### src/rtl/uart_tx_pkg.sv
// Shared definitions for the UART TX block family.
//   TX_DATA_WIDTH : default payload width used by the TX blocks
//   ser_state_t   : serializer FSM encoding (IDLE=0, SHIFT=1)
package uart_tx_pkg;

   localparam int TX_DATA_WIDTH = 8;

   typedef enum logic {
      IDLE  = 1'b0,
      SHIFT = 1'b1
   } ser_state_t;

endpackage

### src/rtl/param_serializer.sv
// Parallel-to-serial converter driven by an external bit-advance strobe.
// A word is accepted on data_valid && ready, then one bit is consumed per
// ser_en while busy. After the last bit, ser_done pulses for one cycle and
// the line returns to IDLE_LEVEL; a new word may be accepted in that cycle.
//
// Ports:
//   clk        : clock, rising edge
//   rst        : asynchronous reset, active high
//   p_data     : parallel word to serialize
//   data_valid : p_data valid this cycle
//   ready      : block can accept a word (IDLE)
//   ser_en     : bit-advance strobe, consumed only while busy
//   s_data     : registered serial output
//   busy       : a word is in flight (SHIFT)
//   ser_done   : one-cycle pulse after the last bit is consumed
module param_serializer
   import uart_tx_pkg::*;
#(
   parameter int DATA_WIDTH = TX_DATA_WIDTH,
   parameter bit MSB_FIRST  = 1'b0,
   parameter bit IDLE_LEVEL = 1'b1
) (
   input  logic                  clk,
   input  logic                  rst,
   input  logic [DATA_WIDTH-1:0] p_data,
   input  logic                  data_valid,
   output logic                  ready,
   input  logic                  ser_en,
   output logic                  s_data,
   output logic                  busy,
   output logic                  ser_done
);

   localparam int            CW   = $clog2(DATA_WIDTH);
   localparam logic [CW-1:0] LAST = CW'(DATA_WIDTH - 1);

   ser_state_t            state, state_nxt;
   logic [CW-1:0]         cnt;
   logic [DATA_WIDTH-1:0] sreg;
   logic                  load, adv, fin;

   always_ff @(posedge clk or posedge rst) begin
      if (rst) state <= IDLE;
      else     state <= state_nxt;
   end

   always_comb begin
      state_nxt = state;
      ready     = 1'b0;
      busy      = 1'b0;
      load      = 1'b0;
      adv       = 1'b0;
      fin       = 1'b0;
      case (state)
         IDLE: begin
            ready = 1'b1;
            if (data_valid) begin
               load      = 1'b1;
               state_nxt = SHIFT;
            end
         end
         SHIFT: begin
            busy = 1'b1;
            if (ser_en) begin
               if (cnt == LAST) begin
                  fin       = 1'b1;
                  state_nxt = IDLE;
               end else begin
                  adv = 1'b1;
               end
            end
         end
         default: state_nxt = IDLE;
      endcase
   end

   // s_data always holds the current bit, so the shift register is advanced
   // one step ahead: the next bit to present is the one adjacent to the
   // current head of sreg.
   always_ff @(posedge clk or posedge rst) begin
      if (rst) begin
         cnt      <= '0;
         sreg     <= '0;
         s_data   <= IDLE_LEVEL;
         ser_done <= 1'b0;
      end else begin
         ser_done <= fin;
         if (load) begin
            cnt    <= '0;
            sreg   <= p_data;
            s_data <= MSB_FIRST ? p_data[DATA_WIDTH-1] : p_data[0];
         end else if (adv) begin
            cnt <= cnt + CW'(1);
            if (MSB_FIRST) begin
               sreg   <= {sreg[DATA_WIDTH-2:0], 1'b0};
               s_data <= sreg[DATA_WIDTH-2];
            end else begin
               sreg   <= {1'b0, sreg[DATA_WIDTH-1:1]};
               s_data <= sreg[1];
            end
         end else if (fin) begin
            cnt    <= '0;
            s_data <= IDLE_LEVEL;
         end
      end
   end

endmodule
### config.mk
export PLATFORM = sky130hd
export DESIGN_NAME = param_serializer
export DESIGN_NICKNAME = d
export VERILOG_FILES = /design/src/rtl/uart_tx_pkg.sv /design/src/rtl/param_serializer.sv
export SDC_FILE = /design/constraint.sdc
export NUM_CORES = 1
export LEC_CHECK = 0
export CAP_MARGIN = 20
export CORE_AREA = 2 2 39 41
export CTS_CLUSTER_SIZE = 25
export DETAILED_ROUTE_END_ITERATION = 8
export DIE_AREA = 0 0 41 43
export GPL_TIMING_DRIVEN = 0
export PLACE_DENSITY_LB_ADDON = 0.3
export SLEW_MARGIN = 40
export SYNTH_ARGS = -nofsm -noshare
export SYNTH_HDL_FRONTEND = slang
export SYNTH_SLANG_ARGS = --single-unit
### constraint.sdc
create_clock -name clk -period 2.7 [get_ports clk]
set_input_delay 0.405 -clock clk [delete_from_list [all_inputs] [get_ports clk]]
set_output_delay 0.405 -clock clk [all_outputs]
set_load 0.1 [all_outputs]
==> impl_metrics.tcl, run 1 <==
set metrics [dict create \
    gr-total-overflow 0 \
    path_cells "buf_6 > inv_1 > buf_2" \
    r2r_setup_slack_ns 1.15 \
    fin_hold_ws_ns 0.444 \
    cts_setup_buffers 0 \
    finalMaxSlewViolations 0 \
    vias 512 \
    design.die.area_mm2 0.00176 \
    skew_ns 0.00124 \
    synthDistinctLibCells 21 \
    worst_slew_pin_slew_ns 0.488 \
    slowest_delay_ns 0.41 \
    cts_tree "built" \
    ir_drop_mv 0.455 \
    drt_iter0_drc 15 \
    final_cells 102 \
    sw_frac_of_total 0.416 \
    worstRegToRegCells 5 \
    grt_pass1_wl_um 1970 \
    synth_top_area_cell "dfrtp_1" \
    htree_num_levels 1 \
    cts_buffer_depth 2 \
    cts_num_sinks 13 \
    drive_gt1_frac 0.163 \
    cp_data_arrival_time_ns 1.26 \
    post-synth-top-count-cell "nand2_1" \
    cp_top_family "buffers and inverters" \
    critPathMaxFanout 9 \
    boundaryPins 16 \
    internal-power_uw 431 \
    leakage_uw 0.000394 \
    drc 0 \
    nets 101 \
    p_comb_frac 0.417 \
    firstDrtPassIters 4 \
    min-delay-path-class "in2async" \
    wirelength_um 1250 \
    synth-async-reset-ratio 1.00 \
    dpl.cell_count 98 \
    cts_buffers 3 \
    rr_endpoint "sreg[5]$_DFFE_PP0P_" \
    p_sw_uw 307 \
    critPathCaptureType "primary output" \
    port_buffers 15 \
    drv_cap 0 \
    cp_slowest_cell "buf_2" \
    slew-limit-headroom 0.674 \
    grt_max_degree 14 \
    die_h_um 43 \
    crit_type "reg2out" \
    ys_warn_count 0 \
    crit_path_start_kind "flop" \
    r2r-start "cnt[0]$_DFFE_PP0P_" \
    layout_min_cycle_time_ns 1.67 \
    routedWlPerCell_um 12.2 \
    num_rows 14 \
    synth_ff_type "dfrtp_1" \
    fmax_ghz 0.599 \
    grt_setup_unrepaired "no" \
    grt_pass1_vias 483 \
    hold_viol 0 \
    synthTopCellsByArea "dfrtp_1 (47%), nand3_1 (10%), nand2_1 (8.9%)" \
    synthTopCellsByCount "nand2_1 (15), nand3_1 (13), dfrtp_1 (12), buf_6 (3), nor2_1 (3)" \
    synth_area_um2 633 \
    status "finished clean" \
    synth-edff-count 0 \
    globalplace.congestion 0.752 \
    setup_viol 0 \
    ys_seq_elements 13 \
    diodes 0 \
    cts_resized 0 \
    cp.required_ns 2.30 \
    clk_pin_slew_ns 0.08 \
    critPathBufInv 3 \
    vias_per_cell 5.02 \
    netlist.area_leader.share 0.474 \
    die_x_um 41 \
    synth_nets 81 \
    nFillCells 129 \
    start_util 0.458 \
    ctsHoldBuffers 0 \
    clkLatencyLatePin_ns 0.28 \
    total_power_uw 738 \
    core-area_mm2 0.00138 \
    powerDensity_mw_per_mm2 912 \
    syn_avg_cell_area_um2 9.45 \
    seqPwrFrac 0.413 \
    cts_root_buffer "clkbuf_4" \
    syn2layout_area_growth_pct 27.9 \
    antenna_found_initial 0 \
    tns_ns 0 \
    antenna_left 0 \
    dpl.hpwl_um 878 \
    postSynthCellCount 67 \
    grtUsageTotal 0.170 \
    clock_power_share 0.171 \
    finalCritPeriodShare 0.618 \
    yosysSeqAreaShare 0.516 \
]
==> worst max-delay path by stage <==
stage,from,end,slack (ns),depth (start not counted)
3_5_place_dp,ser_en,sreg[6]$_DFFE_PP0P_,1.11,4
6_report,state$_DFF_PP0_,ready,1.03,3
4_1_cts,state$_DFF_PP0_,ready,1.02,3
5_1_grt,state$_DFF_PP0_,ready,0.98,3
3_3_place_gp,state$_DFF_PP0_,ready,0.64,3
2_1_floorplan,state$_DFF_PP0_,ready,0.69,2
==> stage by stage <==
step,setup WS (ns),cell area [um^2],util
2_1_floorplan,0.689,633,-
3_5_place_dp,1.11,783,0.566
6_report,1.03,810,0.585
3_3_place_gp,0.639,803,0.580
4_1_cts,1.02,810,0.585
5_1_grt,0.982,810,0.585
==> metal layers <==
metal / part of all wire / vias to the layer above / wire, um / global-route usage
li1: - / 262 / - / -
met1: 0.44 / 228 / 550 / 0.203
met2: 0.47 / 17 / 587 / 0.250
met3: 0.058 / 5 / 72 / 0.0471
met4: 0.030 / 0 / 38 / 0.120
met5: 0 / - / 0 / 0
==> logic make-up after synthesis <==
kind of cell / Yosys count / synth area share
buf+inv: 6 / 0.0731
compound gates: 7 / 0.0771
fa+ha+maj: 2 / 0.0395
simple gates: 39 / 0.294
flops: 13 / 0.516
==> state kept, by name (all words and copies together), names as in the netlist <==
name / count
state: 1
sreg: 7
cnt: 3
s_data: 1
ser_done: 1
==> power groups by stage <==
| stage | Combinational, uW | Sequential, uW | Clock (uW) |
|---|---|---|---|
| floorplan | 161 | 386 | 0 |
| global placement | 309 | 305 | 0 |
| detailed placement | 306 | 308 | 0 |
| CTS | 310 | 306 | 127 |
| global route | 332 | 312 | 135 |
| finish | 308 | 305 | 126 |
==> layout make-up <==
type                            instances  area (um^2)  area share
Sequential cell                        13          327       0.403
Multi-Input combinational cell         48          260       0.321
Timing Repair Buffer                   15          130       0.161
Buffer                                  4         38.8      0.0479
Clock buffer                            4         26.3      0.0325
Tap cell                               16         20.0      0.0247
Inverter                                2         7.51     0.00927
==> cell usage in the layout (no fill, tap or decap) <==
master            n
nand3b_1          1
o21ai_0           2
a21oi_1           1
clkbuf_4          3
a21oi_2           2
nand2_1          15
clkdlybuf4s50_1  11
and3_1            1
inv_1             2
and3b_1           1
clkbuf_1          1
a31o_1            1
dfstp_2           1
nor2b_1           1
nand2b_1          2
nand3_1          13
o31ai_1           1
buf_2             5
buf_6             3
nor3_1            1
ha_1              2
dfrtp_1          12
nor2_1            3
nor3b_1           1
Note: power is estimated with default switching activity, not from simulation.
==> run 2: changes to the inputs <==
--- a/config.mk
+++ b/config.mk
@@ -6,10 +6,10 @@
 export NUM_CORES = 1
 export LEC_CHECK = 0
 export CAP_MARGIN = 20
-export CORE_AREA = 2 2 39 41
+export CORE_MARGIN = 1
+export CORE_UTILIZATION = 46
 export CTS_CLUSTER_SIZE = 25
 export DETAILED_ROUTE_END_ITERATION = 8
-export DIE_AREA = 0 0 41 43
 export GPL_TIMING_DRIVEN = 0
 export PLACE_DENSITY_LB_ADDON = 0.3
 export SLEW_MARGIN = 40
==> constraint.sdc (replaced) <==
create_clock -name clk -period 1.7 [get_ports clk]
set_input_delay 0.255 -clock clk [delete_from_list [all_inputs] [get_ports clk]]
set_output_delay 0.255 -clock clk [all_outputs]
set_load 0.1 [all_outputs]
==> run 2 against run 1 <==
Design area up 0.46%. Critical path depth grew 2. Combinational power grew 58%. First-iteration DRC count is 6.7% higher.
==> impl_metrics.tcl, run 2 (synthesized netlist as in run 1, its figures left out) <==
set metrics [dict create \
    grt_pass1_vias 474 \
    antenna_found_initial 0 \
    cp_data_arrival_time_ns 1.74 \
    dpl.hpwl_um 926 \
    num_rows 13 \
    cp.required_ns 1.86 \
    crit_type "reg2reg" \
    fmax_ghz 0.633 \
    diodes 0 \
    total_power_uw 1170 \
    start_util 0.493 \
    tns_ns 0 \
    ctsHoldBuffers 0 \
    status "finished clean" \
    fin_hold_ws_ns 0.303 \
    antenna_left 0 \
    vias_per_cell 5.22 \
    mostFrequentLayoutCell "nand2_1" \
    rr_endpoint "sreg[2]$_DFFE_PP0P_" \
    mostFrequentLayoutCells "nand2_1 (15), nand3_1 (13), dfrtp_1 (11), clkdlybuf4s50_1 (11), buf_2 (5)" \
    die_h_um 39.1 \
    cts_buffer_depth 2 \
    skew_ns 0.00167 \
    regMostFlops "sreg" \
    critPathMaxFanout 8 \
    syn2layout_area_growth_pct 28.5 \
    critPathCaptureType "flop" \
    htree_num_levels 1 \
    cts_setup_buffers 0 \
    r2r_setup_slack_ns 0.12 \
    cts_resized 0 \
    die_x_um 39.1 \
    cts_buffers 3 \
    nFillCells 122 \
    design.die.area_mm2 0.00153 \
    min-delay-path-class "in2async" \
    setup_viol 0 \
    gr-total-overflow 0 \
    powerDensity_mw_per_mm2 1440 \
    ir_drop_mv 0.856 \
    cts_tree "built" \
    firstDrtPassIters 4 \
    cp-startpoint "cnt[0]$_DFFE_PP0P_" \
    crit_path_start_kind "flop" \
    port_buffers 15 \
    globalplace.congestion 0.712 \
    drive_gt1_frac 0.186 \
    cts_root_buffer "clkbuf_4" \
    hold_viol 0 \
    wirelength_um 1290 \
    grt_pass1_wl_um 2030 \
    drv_cap 0 \
    leakage_uw 0.000383 \
    core-area_mm2 0.00128 \
    reg.largest.list "sreg x7, cnt x3" \
    grt_setup_unrepaired "no" \
    clk_pin_slew_ns 0.08 \
    clkLatencyLatePin_ns 0.27 \
    grt_max_degree 14 \
    boundaryPins 16 \
    finalCritPeriodShare 0.929 \
    nets 101 \
    largest_reg_flops 7 \
    worst_slew_pin_slew_ns 0.493 \
    drc 0 \
    routedWlPerCell_um 12.7 \
    worstRegToRegCells 5 \
    dpl_worst_slack_ns 0.153 \
    cts_num_sinks 13 \
    grtUsageTotal 0.204 \
    r2r-start "cnt[0]$_DFFE_PP0P_" \
    slew-limit-headroom 0.671 \
    finalMaxSlewViolations 0 \
    finalWorstSetupSlack_ns 0.121 \
    vias 527 \
    layout_min_cycle_time_ns 1.58 \
    drt_iter0_drc 16 \
]
[run 2: routing by layer]
metal | part of all wire | track usage | vias to the layer above
met5 | 0 | 0 | -
met4 | 0.0039 | 0.103 | 0
met3 | 0.030 | 0.0347 | 2
met2 | 0.50 | 0.325 | 10
met1 | 0.47 | 0.261 | 252
li1 | - | - | 263
[run 2: per-stage QoR]
stage / cells / utilization / cell area (um^2)
finish: 101 / 0.633 / 813
global route: 101 / 0.633 / 813
CTS: 101 / 0.633 / 813
detailed placement: 97 / 0.612 / 787
global placement: 97 / 0.628 / 807
floorplan: 67 / - / 638
[run 2: worst max path at each step]
| stage | endpoint | slack, ns | cells past startpoint |
|---|---|---|---|
| floorplan | ready | 0.18 | 2 |
| global placement | ready | -0.24 | 3 |
| detailed placement | sreg[2]$_DFFE_PP0P_ | 0.15 | 5 |
| CTS | sreg[5]$_DFFE_PP0P_ | 0.15 | 5 |
| global route | sreg[5]$_DFFE_PP0P_ | 0.05 | 5 |
| finish | sreg[2]$_DFFE_PP0P_ | 0.12 | 5 |
[run 2: final cells by class]
type,count,area [um^2],area share
repair buffers,15,130,0.160
flip-flops and latches,13,328,0.403
multi-input cells,48,260,0.320
plain buffers,4,38.8,0.0477
inverters,2,11.3,0.0138
clock buffers,4,26.3,0.0323
well taps,15,18.8,0.0231
[run 2: critical path, stage by stage, from the launching register on]
cell      delay (ns)
dfrtp_1         0.41
ha_1            0.21
ha_1            0.25
nand3b_1        0.34
nand3_1         0.17
nand3_1         0.09
[run 2: power by group]
part	switching [uW]	leakage (uW)	internal, uW
Sequential	65.2	0.000166	424
Clock	102	0.0000150	90.9
Combinational	319	0.000202	167
Total	486	0.000383	683
